**config.mk**
```make
export PLATFORM = sky130hd
export DESIGN_NAME = temp_sensor_reader
export DESIGN_NICKNAME = d
export VERILOG_FILES = /design/src/rtl/temp_sensor_reader.sv
export SDC_FILE = /design/constraint.sdc
export NUM_CORES = 1
export LEC_CHECK = 0
export ABC_CLOCK_PERIOD_IN_PS = 5080
export BUFFER_PORTS_ARGS = -buffer_cell sky130_fd_sc_hd__buf_4
export CORE_AREA = 2 2 76 78
export DETAILED_ROUTE_END_ITERATION = 10
export DIE_AREA = 0 0 78 80
export GPL_TIMING_DRIVEN = 0
export PLACE_DENSITY_LB_ADDON = 0.05
export SLEW_MARGIN = 10
export SYNTH_ARGS = -nofsm -noshare
export SYNTH_HDL_FRONTEND = slang
export SYNTH_SLANG_ARGS = --single-unit
export TNS_END_PERCENT = 50
```
**constraint.sdc**
```tcl
create_clock -name clk -period 5.08 [get_ports clk]
set_input_delay 0.254 -clock clk [delete_from_list [all_inputs] [get_ports clk]]
set_output_delay 0.254 -clock clk [all_outputs]
set_load 0.02 [all_outputs]
```
**src/rtl/temp_sensor_reader.sv**
```systemverilog
// SPI mode-0 master that periodically reads a 16-bit temperature sensor and
// reports the integer degC value (negative clamped to 0) plus the fault bit.
module temp_sensor_reader #(
  parameter int CLK_DIV       = 4,
  parameter int SAMPLE_PERIOD = 1000
) (
  input  logic       clk,
  input  logic       reset,
  input  logic       enable,
  output logic       sclk,
  output logic       cs_n,
  input  logic       miso,
  output logic [7:0] temperature,
  output logic       temp_valid,
  output logic       fault,
  output logic       busy
);

  // state  | meaning
  // IDLE   | waiting for period counter == 0 and enable
  // SETUP  | cs_n low, first sclk half-period before rise 1
  // SHIFT  | clocking out 16 sclk pulses, sampling miso on rises
  // HOLD   | cs_n released, frame decoded on the next edge
  // UPDATE | temp_valid high for this one cycle
  typedef enum logic [2:0] {IDLE, SETUP, SHIFT, HOLD, UPDATE} state_e;

  localparam int DW = (CLK_DIV > 1) ? $clog2(CLK_DIV) : 1;
  localparam int PW = $clog2(SAMPLE_PERIOD + 1);
  localparam logic [DW-1:0] DIV_LOAD = DW'(CLK_DIV - 1);
  localparam logic [PW-1:0] PER_LOAD = PW'(SAMPLE_PERIOD - 1);

  state_e        state_q;
  logic [PW-1:0] per_q;
  logic [DW-1:0] div_q;
  logic [5:0]    half_q;
  logic [15:0]   sr_q;
  logic          sclk_q, cs_n_q, valid_q, fault_q, busy_q;
  logic [7:0]    temp_q;

  logic [5:0]    half_d;
  logic          div_tc;

  assign half_d = half_q + 6'd1;
  assign div_tc = (div_q == '0);

  always_ff @(posedge clk or posedge reset) begin
    if (reset) begin
      state_q <= IDLE;
      per_q   <= '0;
      div_q   <= '0;
      half_q  <= '0;
      sr_q    <= '0;
      sclk_q  <= 1'b0;
      cs_n_q  <= 1'b1;
      valid_q <= 1'b0;
      fault_q <= 1'b0;
      busy_q  <= 1'b0;
      temp_q  <= '0;
    end else begin
      valid_q <= 1'b0;
      // Period counter free-runs (saturating) through the frame so starts are SAMPLE_PERIOD apart
      if (per_q != '0) per_q <= per_q - 1'b1;

      case (state_q)
        IDLE: begin
          if (per_q == '0 && enable) begin
            state_q <= SETUP;
            cs_n_q  <= 1'b0;
            busy_q  <= 1'b1;
            per_q   <= PER_LOAD;
            div_q   <= DIV_LOAD;
            half_q  <= '0;
          end
        end
        SETUP, SHIFT: begin
          if (div_tc) begin
            div_q   <= DIV_LOAD;
            half_q  <= half_d;
            state_q <= SHIFT;
            if (half_d == 6'd33) begin
              cs_n_q  <= 1'b1;
              busy_q  <= 1'b0;
              state_q <= HOLD;
            end else if (half_d[0]) begin
              sclk_q <= 1'b1;
              sr_q   <= {sr_q[14:0], miso};
            end else begin
              sclk_q <= 1'b0;
            end
          end else begin
            div_q <= div_q - 1'b1;
          end
        end
        HOLD: begin
          state_q <= UPDATE;
          valid_q <= 1'b1;
          fault_q <= sr_q[2];
          // A faulted frame keeps the last good temperature
          if (!sr_q[2]) temp_q <= sr_q[15] ? 8'd0 : {1'b0, sr_q[14:8]};
        end
        UPDATE: state_q <= IDLE;
        default: state_q <= IDLE;
      endcase
    end
  end

  assign sclk        = sclk_q;
  assign cs_n        = cs_n_q;
  assign temperature = temp_q;
  assign temp_valid  = valid_q;
  assign fault       = fault_q;
  assign busy        = busy_q;

endmodule

```
==> results of run 1 <==
state kept, by name (all words and copies together) (netlist names):
signal / flops
fault: 1
sclk: 1
div_q: 2
cs_n: 1
state_q: 3
sr_q: 16
temperature: 7
per_q: 10
half_q: 6
temp_valid: 1
busy: 1
routing by layer:
metal	GRT usage	vias to the layer above	wire [um]
li1	-	1222	-
met1	0.313	1180	3300
met2	0.361	67	2990
met3	0.0385	5	286
met4	0.0807	0	65
met5	0	-	0
layout by cell type (no fill, tap or decap), drive strengths merged, types with 14 or more instances in the layout:
cell,instances
a21oi,21
and4,17
buf,24
clkbuf,25
dfrtp,48
inv,14
nand2,18
nand3,39
o211ai,19
o21ai,15
o31a,16
layout make-up:
class                           count  area, sq um  area share
Inverter                           14         52.6      0.0164
Sequential cell                    49         1230       0.384
Buffer                             26          110      0.0344
Clock buffer                        7         76.3      0.0239
Multi-Input combinational cell    224         1490       0.466
Tap cell                           72         90.1      0.0282
Timing Repair Buffer               17          143      0.0446
Clock inverter                      1         7.51     0.00235
worst paths after layout:
kind | slack (ns) | cells after the start | to
max | 2.34 | 8 | sr_q[1]
min | 0.33 | 3 | per_q[9]
max reg2reg | 2.34 | 8 | sr_q[1]
min reg2reg | 0.48 | 2 | temperature[5]
max in group asynchronous | 3.98 | 4 | cs_n
min in group asynchronous | 0.52 | 3 | sr_q[3]
through the flow:
stage	hold WS, ns	power (mW)	std cells	instance area (sq um)
final	0.333	0.630	410	3200
after global routing	0.335	0.655	410	3200
after CTS	0.315	0.639	410	3200
after detailed placement	0.313	0.412	401	3100
after global placement	0.462	0.410	400	3080
after floorplan	0.442	0.405	313	2880
logic make-up after synthesis:
kind of cell | synth area share
XOR/XNOR | 0.0213
AO/OA/AOI/OAI | 0.205
multiplexers | 0.0152
other | 0.00130
adder cells (fa/ha/maj) | 0.0174
AND/OR/NAND/NOR | 0.257
flip-flops | 0.426
buffers and inverters | 0.0564
power by group through the flow:
stage / sequential, mW / combinational [mW] / clock, mW
finish: 0.390 / 0.0141 / 0.226
global route: 0.390 / 0.0165 / 0.249
CTS: 0.390 / 0.0150 / 0.234
detailed placement: 0.397 / 0.0144 / 0
global placement: 0.397 / 0.0123 / 0
floorplan: 0.397 / 0.00770 / 0
tightest hold or removal path, stage by stage:
cell and delay (ns):
buf_4 0.12, nand3_2 0.16, nand2_1 0.07
repair_timing:
action / in CTS / in global routing
endpoints found under the hold margin: 21 / 0
hold buffers: 1 / 0
setup buffers: 0 / 0
gates resized for setup: 0 / 0
==> results.sh, run 1 <==
export IMPL_final_layout_size_suffix_gt1_frac=0.130
export IMPL_skew_ns=0.00508
export IMPL_dpl_hpwl_mm=4.54
export IMPL_ant_nets=0
export IMPL_cp_startpoint="half_q[0]"
export IMPL_synth_warning_count=0
export IMPL_dp_slack_ns=2.42
export IMPL_die_w_um=78
export IMPL_p_int_mw=0.492
export IMPL_first_pass_iters=4
export IMPL_crit_chain="buf_2 > inv_1 > clkbuf_1 > ha_1 > nor4b_4 > clkbuf_1 > o211ai_1 > nand3_1"
export IMPL_min_period_over_period=0.539
export IMPL_numCtsBuffers=5
export IMPL_clk_latency_ns=0.30
export IMPL_min_period_ns=2.74
export IMPL_cp_end_kind="register"
export IMPL_fmax_mhz=365
export IMPL_setup_tns_ns=0
export IMPL_crit_arrival_ns=2.98
export IMPL_path_buf_inv=4
export IMPL_seq_power_share=0.618
export IMPL_p_comb_frac=0.022
export IMPL_first_iter_violations=201
export IMPL_clk_pin_slew_ns=0.09
export IMPL_num_antenna_cells=0
export IMPL_port_buffers=15
export IMPL_powerDensity_mw_per_mm2=197
export IMPL_synth_top_cell_by_area="dfrtp_1"
export IMPL_synth_nets=321
export IMPL_vias_per_cell=6.03
export IMPL_rsz0062_at_grt="false"
export IMPL_post_route_util=0.592
export IMPL_num_vias=2474
export IMPL_finalHoldViolations=0
export IMPL_synthArstFlopShare=1.00
export IMPL_start_util=0.533
export IMPL_drt_total_wl_mm=6.64
export IMPL_critical_path_required_ns=5.32
export IMPL_nets=345
export IMPL_min_from="enable"
export IMPL_crit_fanout=10
export IMPL_ys_seq_area_frac=0.426
export IMPL_crit_family="buffers and inverters"
export IMPL_io_pin_count=17
export IMPL_cts_tree="done"
export IMPL_track_usage=0.227
export IMPL_power_frac_clock=0.359
export IMPL_root_buffer="clkbuf_8"
export IMPL_htree_levels=2
export IMPL_gp_congestion=0.813
export IMPL_timing_final_ws_setup_ns=2.34
export IMPL_remaining_drc_errors=0
export IMPL_grt_ovfl_total=0
export IMPL_synth_common_cells="dfrtp_1, nand3_1, a21oi_1"
export IMPL_ir_drop_uv=139
export IMPL_synthFlopType="dfrtp_1"
export IMPL_nFillCells=510
export IMPL_synth_edff_count=0
export IMPL_synthToLayoutAreaGrowth_pct=11.0
export IMPL_crit_path_top_delay_cell="nor4b_4"
export IMPL_worst_pin_slew_ns=0.581
export IMPL_first_global_vias=2411
export IMPL_power_leakage_nw=1.36
export IMPL_grt_pass1_wl_mm=11.3
export IMPL_final_max_slew_viol_count=0
export IMPL_max_stage_delay_ns=0.48
export IMPL_die_y_um=80
export IMPL_status="completed"
export IMPL_syn_mean_instance_area_sq_um=9.21
export IMPL_netlist_area_leader_share=0.417
export IMPL_slew_headroom=0.611
export IMPL_ys_top_cells_by_area="dfrtp_1, nand3_1, and4_1"
export IMPL_drv_cap=0
export IMPL_cp_start_kind="register"
export IMPL_path_class="register to register"
export IMPL_avgRoutedWirePerCell_um=16.2
export IMPL_syn_area_sq_mm=0.00288
export IMPL_core_sq_mm=0.00541
export IMPL_finalSetupViolations=0
export IMPL_clockBufferDepth=2
export IMPL_synth_cells=313
export IMPL_switchingPower_mw=0.138
export IMPL_crit_top_cell="clkbuf_1"
export IMPL_antenna_found_initial=0
export IMPL_rows=27
export IMPL_hold_class="input pin to register"
export IMPL_cts_sinks=49
export IMPL_synth_distinct_cells=51
export IMPL_switching_share=0.219
export IMPL_grt_max_degree=29
export IMPL_r2r_start="half_q[0]"
export IMPL_ys_ff_latch=49
export IMPL_synth_most_common_cell="dfrtp_1"
export IMPL_die_area_sq_mm=0.00624
Note: power is estimated with default switching activity, not from simulation.
==> run 2: changes to the inputs <==
--- a/config.mk
+++ b/config.mk
@@ -5,11 +5,12 @@
 export SDC_FILE = /design/constraint.sdc
 export NUM_CORES = 1
 export LEC_CHECK = 0
-export ABC_CLOCK_PERIOD_IN_PS = 5080
+export ABC_AREA = 1
+export ABC_CLOCK_PERIOD_IN_PS = 2500
 export BUFFER_PORTS_ARGS = -buffer_cell sky130_fd_sc_hd__buf_4
-export CORE_AREA = 2 2 76 78
+export CORE_AREA = 2 2 70 72
 export DETAILED_ROUTE_END_ITERATION = 10
-export DIE_AREA = 0 0 78 80
+export DIE_AREA = 0 0 72 74
 export GPL_TIMING_DRIVEN = 0
 export PLACE_DENSITY_LB_ADDON = 0.05
 export SLEW_MARGIN = 10
==> constraint.sdc (replaced) <==
create_clock -name clk -period 2.5 [get_ports clk]
set_input_delay 0.125 -clock clk [delete_from_list [all_inputs] [get_ports clk]]
set_output_delay 0.125 -clock clk [all_outputs]
set_load 0.02 [all_outputs]
==> run 2 against run 1 <==
Against the previous run: global-route usage is 4.2 points lower; utilization is 0.39 points lower; first-iteration DRC count is 59% lower; synthesized area is 17% lower; register-to-register slack worse by 2.0 ns; power is 120% higher; clock skew hardly changed; clock power grew to 2.5 times the previous value; wire length is 36% lower; largest cell class is now registers; highest routed layer unchanged.
==> results.sh, run 2 <==
export IMPL_num_vias=1758
export IMPL_drt_total_wl_mm=4.27
export IMPL_synthToLayoutAreaGrowth_pct=13.7
export IMPL_synthArstFlopShare=1.00
export IMPL_synth_edff_count=0
export IMPL_finalHoldViolations=0
export IMPL_numCtsBuffers=5
export IMPL_gp_congestion=0.764
export IMPL_synth_cells=268
export IMPL_finalPower_mw=1.39
export IMPL_cp_start_kind="register"
export IMPL_finalSetupViolations=0
export IMPL_path_class="register to register"
export IMPL_ys_top_cells_by_area="dfrtp_1, nand2_1, nand4_1"
export IMPL_cp_end_kind="register"
export IMPL_rows=25
export IMPL_crit_fanout=10
export IMPL_synth_most_common_cell="nand2_1"
export IMPL_powerDensity_mw_per_mm2=516
export IMPL_synth_common_cells="nand2_1, dfrtp_1, inv_1"
export IMPL_mostFrequentLayoutCells="nand2_1, dfrtp_1, inv_1"
export IMPL_clk_pin_slew_ns=0.09
export IMPL_final_common_cell="nand2_1"
export IMPL_min_period_over_period=0.848
export IMPL_ys_seq_area_frac=0.516
export IMPL_htree_levels=2
export IMPL_port_buffers=15
export IMPL_min_from="miso"
export IMPL_io_pin_count=17
export IMPL_start_util=0.517
export IMPL_fmax_mhz=472
export IMPL_min_period_ns=2.12
export IMPL_remaining_drc_errors=0
export IMPL_crit_arrival_ns=2.33
export IMPL_first_pass_iters=5
export IMPL_skew_ns=0.00524
export IMPL_status="completed"
export IMPL_avgRoutedWirePerCell_um=12.3
export IMPL_largest_register_ffs=16
export IMPL_ir_drop_uv=378
export IMPL_syn_area_sq_mm=0.00238
export IMPL_post_cts_setup_buffers=0
export IMPL_clk_latency_ns=0.31
export IMPL_die_area_sq_mm=0.00533
export IMPL_cts_resized=0
export IMPL_synth_warning_count=0
export IMPL_drv_cap=0
export IMPL_r2r_end="sr_q[5]"
export IMPL_worst_pin_slew_ns=0.538
export IMPL_clockBufferDepth=2
export IMPL_die_w_um=72
export IMPL_reg2reg_depth=11
export IMPL_whs_ns=0.0635
export IMPL_syn_mean_instance_area_sq_um=8.87
export IMPL_whs_path_depth=3
export IMPL_regMostFlops="sr_q"
export IMPL_grt_ovfl_total=0
export IMPL_rsz0062_at_grt="false"
export IMPL_netlist_area_leader_share=0.505
export IMPL_first_iter_violations=83
export IMPL_slew_headroom=0.640
export IMPL_synth_distinct_cells=31
export IMPL_ys_ff_latch=49
export IMPL_die_y_um=74
export IMPL_nFillCells=434
export IMPL_setup_tns_ns=0
export IMPL_nets=300
export IMPL_ant_nets=0
export IMPL_r2r_start="half_q[0]"
export IMPL_cts_sinks=49
export IMPL_rrSetupSlack_ns=0.38
export IMPL_hold_class="input pin to register"
export IMPL_holdPathEnd="sr_q[0]"
export IMPL_num_antenna_cells=0
export IMPL_synth_nets=276
export IMPL_root_buffer="clkbuf_8"
export IMPL_power_leakage_nw=1.46
export IMPL_first_global_vias=1653
export IMPL_core_sq_mm=0.00460
export IMPL_cts_tree="done"
export IMPL_vias_per_cell=5.07
export IMPL_final_max_slew_viol_count=0
export IMPL_grt_pass1_wl_mm=7.56
export IMPL_grt_max_degree=26
export IMPL_synth_top_cell_by_area="dfrtp_1"
export IMPL_antenna_found_initial=0
export IMPL_dpl_hpwl_mm=3.05
export IMPL_cts_hold_buf=1
export IMPL_critical_path_required_ns=2.70
export IMPL_synthFlopType="dfrtp_1"
export IMPL_track_usage=0.184
export IMPL_final_layout_size_suffix_gt1_frac=0.191
## run 2: changes by cell type after synthesis, sizes merged, moves of 16 or more
cell,change
o211ai,-17
nand2,+64
o31a,-16
and4,-17
a21oi,-17
clkbuf,-18
## run 2: cell type report
class / instances / area, sq um / area share
Multi-Input combinational cell: 183 / 986 / 0.365
Clock inverter: 3 / 46.3 / 0.0171
Buffer: 9 / 62.6 / 0.0231
Inverter: 27 / 101 / 0.0375
Clock buffer: 5 / 68.8 / 0.0255
Sequential cell: 49 / 1230 / 0.454
Tap cell: 54 / 67.6 / 0.0250
Timing Repair Buffer: 17 / 143 / 0.0528
## run 2: where the power goes
group          internal, mW  switching (mW)  total [mW]
combinational       0.00836          0.0192      0.0275
clock                 0.299           0.275       0.575
sequential            0.792               0       0.792
## run 2: per-stage QoR
step                      cell area [sq um]  std cells  setup slack [ns]  utilization
final                                  2700        347             0.379        0.588
after global placement                 2560        337             0.403        0.556
after CTS                              2700        347             0.359        0.588
after global routing                   2700        347             0.198        0.588
after detailed placement               2580        338             0.381        0.561
after floorplan                        2380        268             0.644            -
## run 2: worst max path at each step
| stage | end | from | slack (ns) |
|---|---|---|---|
| after detailed placement | sr_q[5] | half_q[0] | 0.38 |
| after floorplan | sr_q[0] | half_q[0] | 0.64 |
| after global routing | sr_q[4] | half_q[0] | 0.20 |
| final | sr_q[5] | half_q[0] | 0.38 |
| after global placement | sr_q[5] | half_q[0] | 0.40 |
| after CTS | sr_q[5] | half_q[0] | 0.36 |
## run 2: logic make-up (layout without fill, tap and decap cells)
logic type,Yosys count,count (layout),share of synthesized area
AND/OR/NAND/NOR,147,147,0.311
flip-flops,49,49,0.516
buffers and inverters,36,61,0.0689
AO/OA/AOI/OAI,28,28,0.0674
adder cells (fa/ha/maj),4,4,0.0211
XOR/XNOR,3,3,0.0142
other,1,1,0.00158
## run 2: metal layers
layer / vias to the layer above / track usage / wire length, um
li1: 916 / - / -
met1: 810 / 0.252 / 2140
met2: 26 / 0.290 / 1890
met3: 6 / 0.0474 / 175
met4: 0 / 0.0629 / 67
met5: - / 0 / 0
## run 2: critical path, cell delays in order (launching register included)
cell and delay (ns):
dfrtp_1 0.44, inv_1 0.13, buf_2 0.23, buf_2 0.25, ha_1 0.18, nand3_1 0.08, nor2_2 0.17, nand3_4 0.11
buf_6 0.16, buf_6 0.14, nand4_1 0.07, nand2_1 0.06
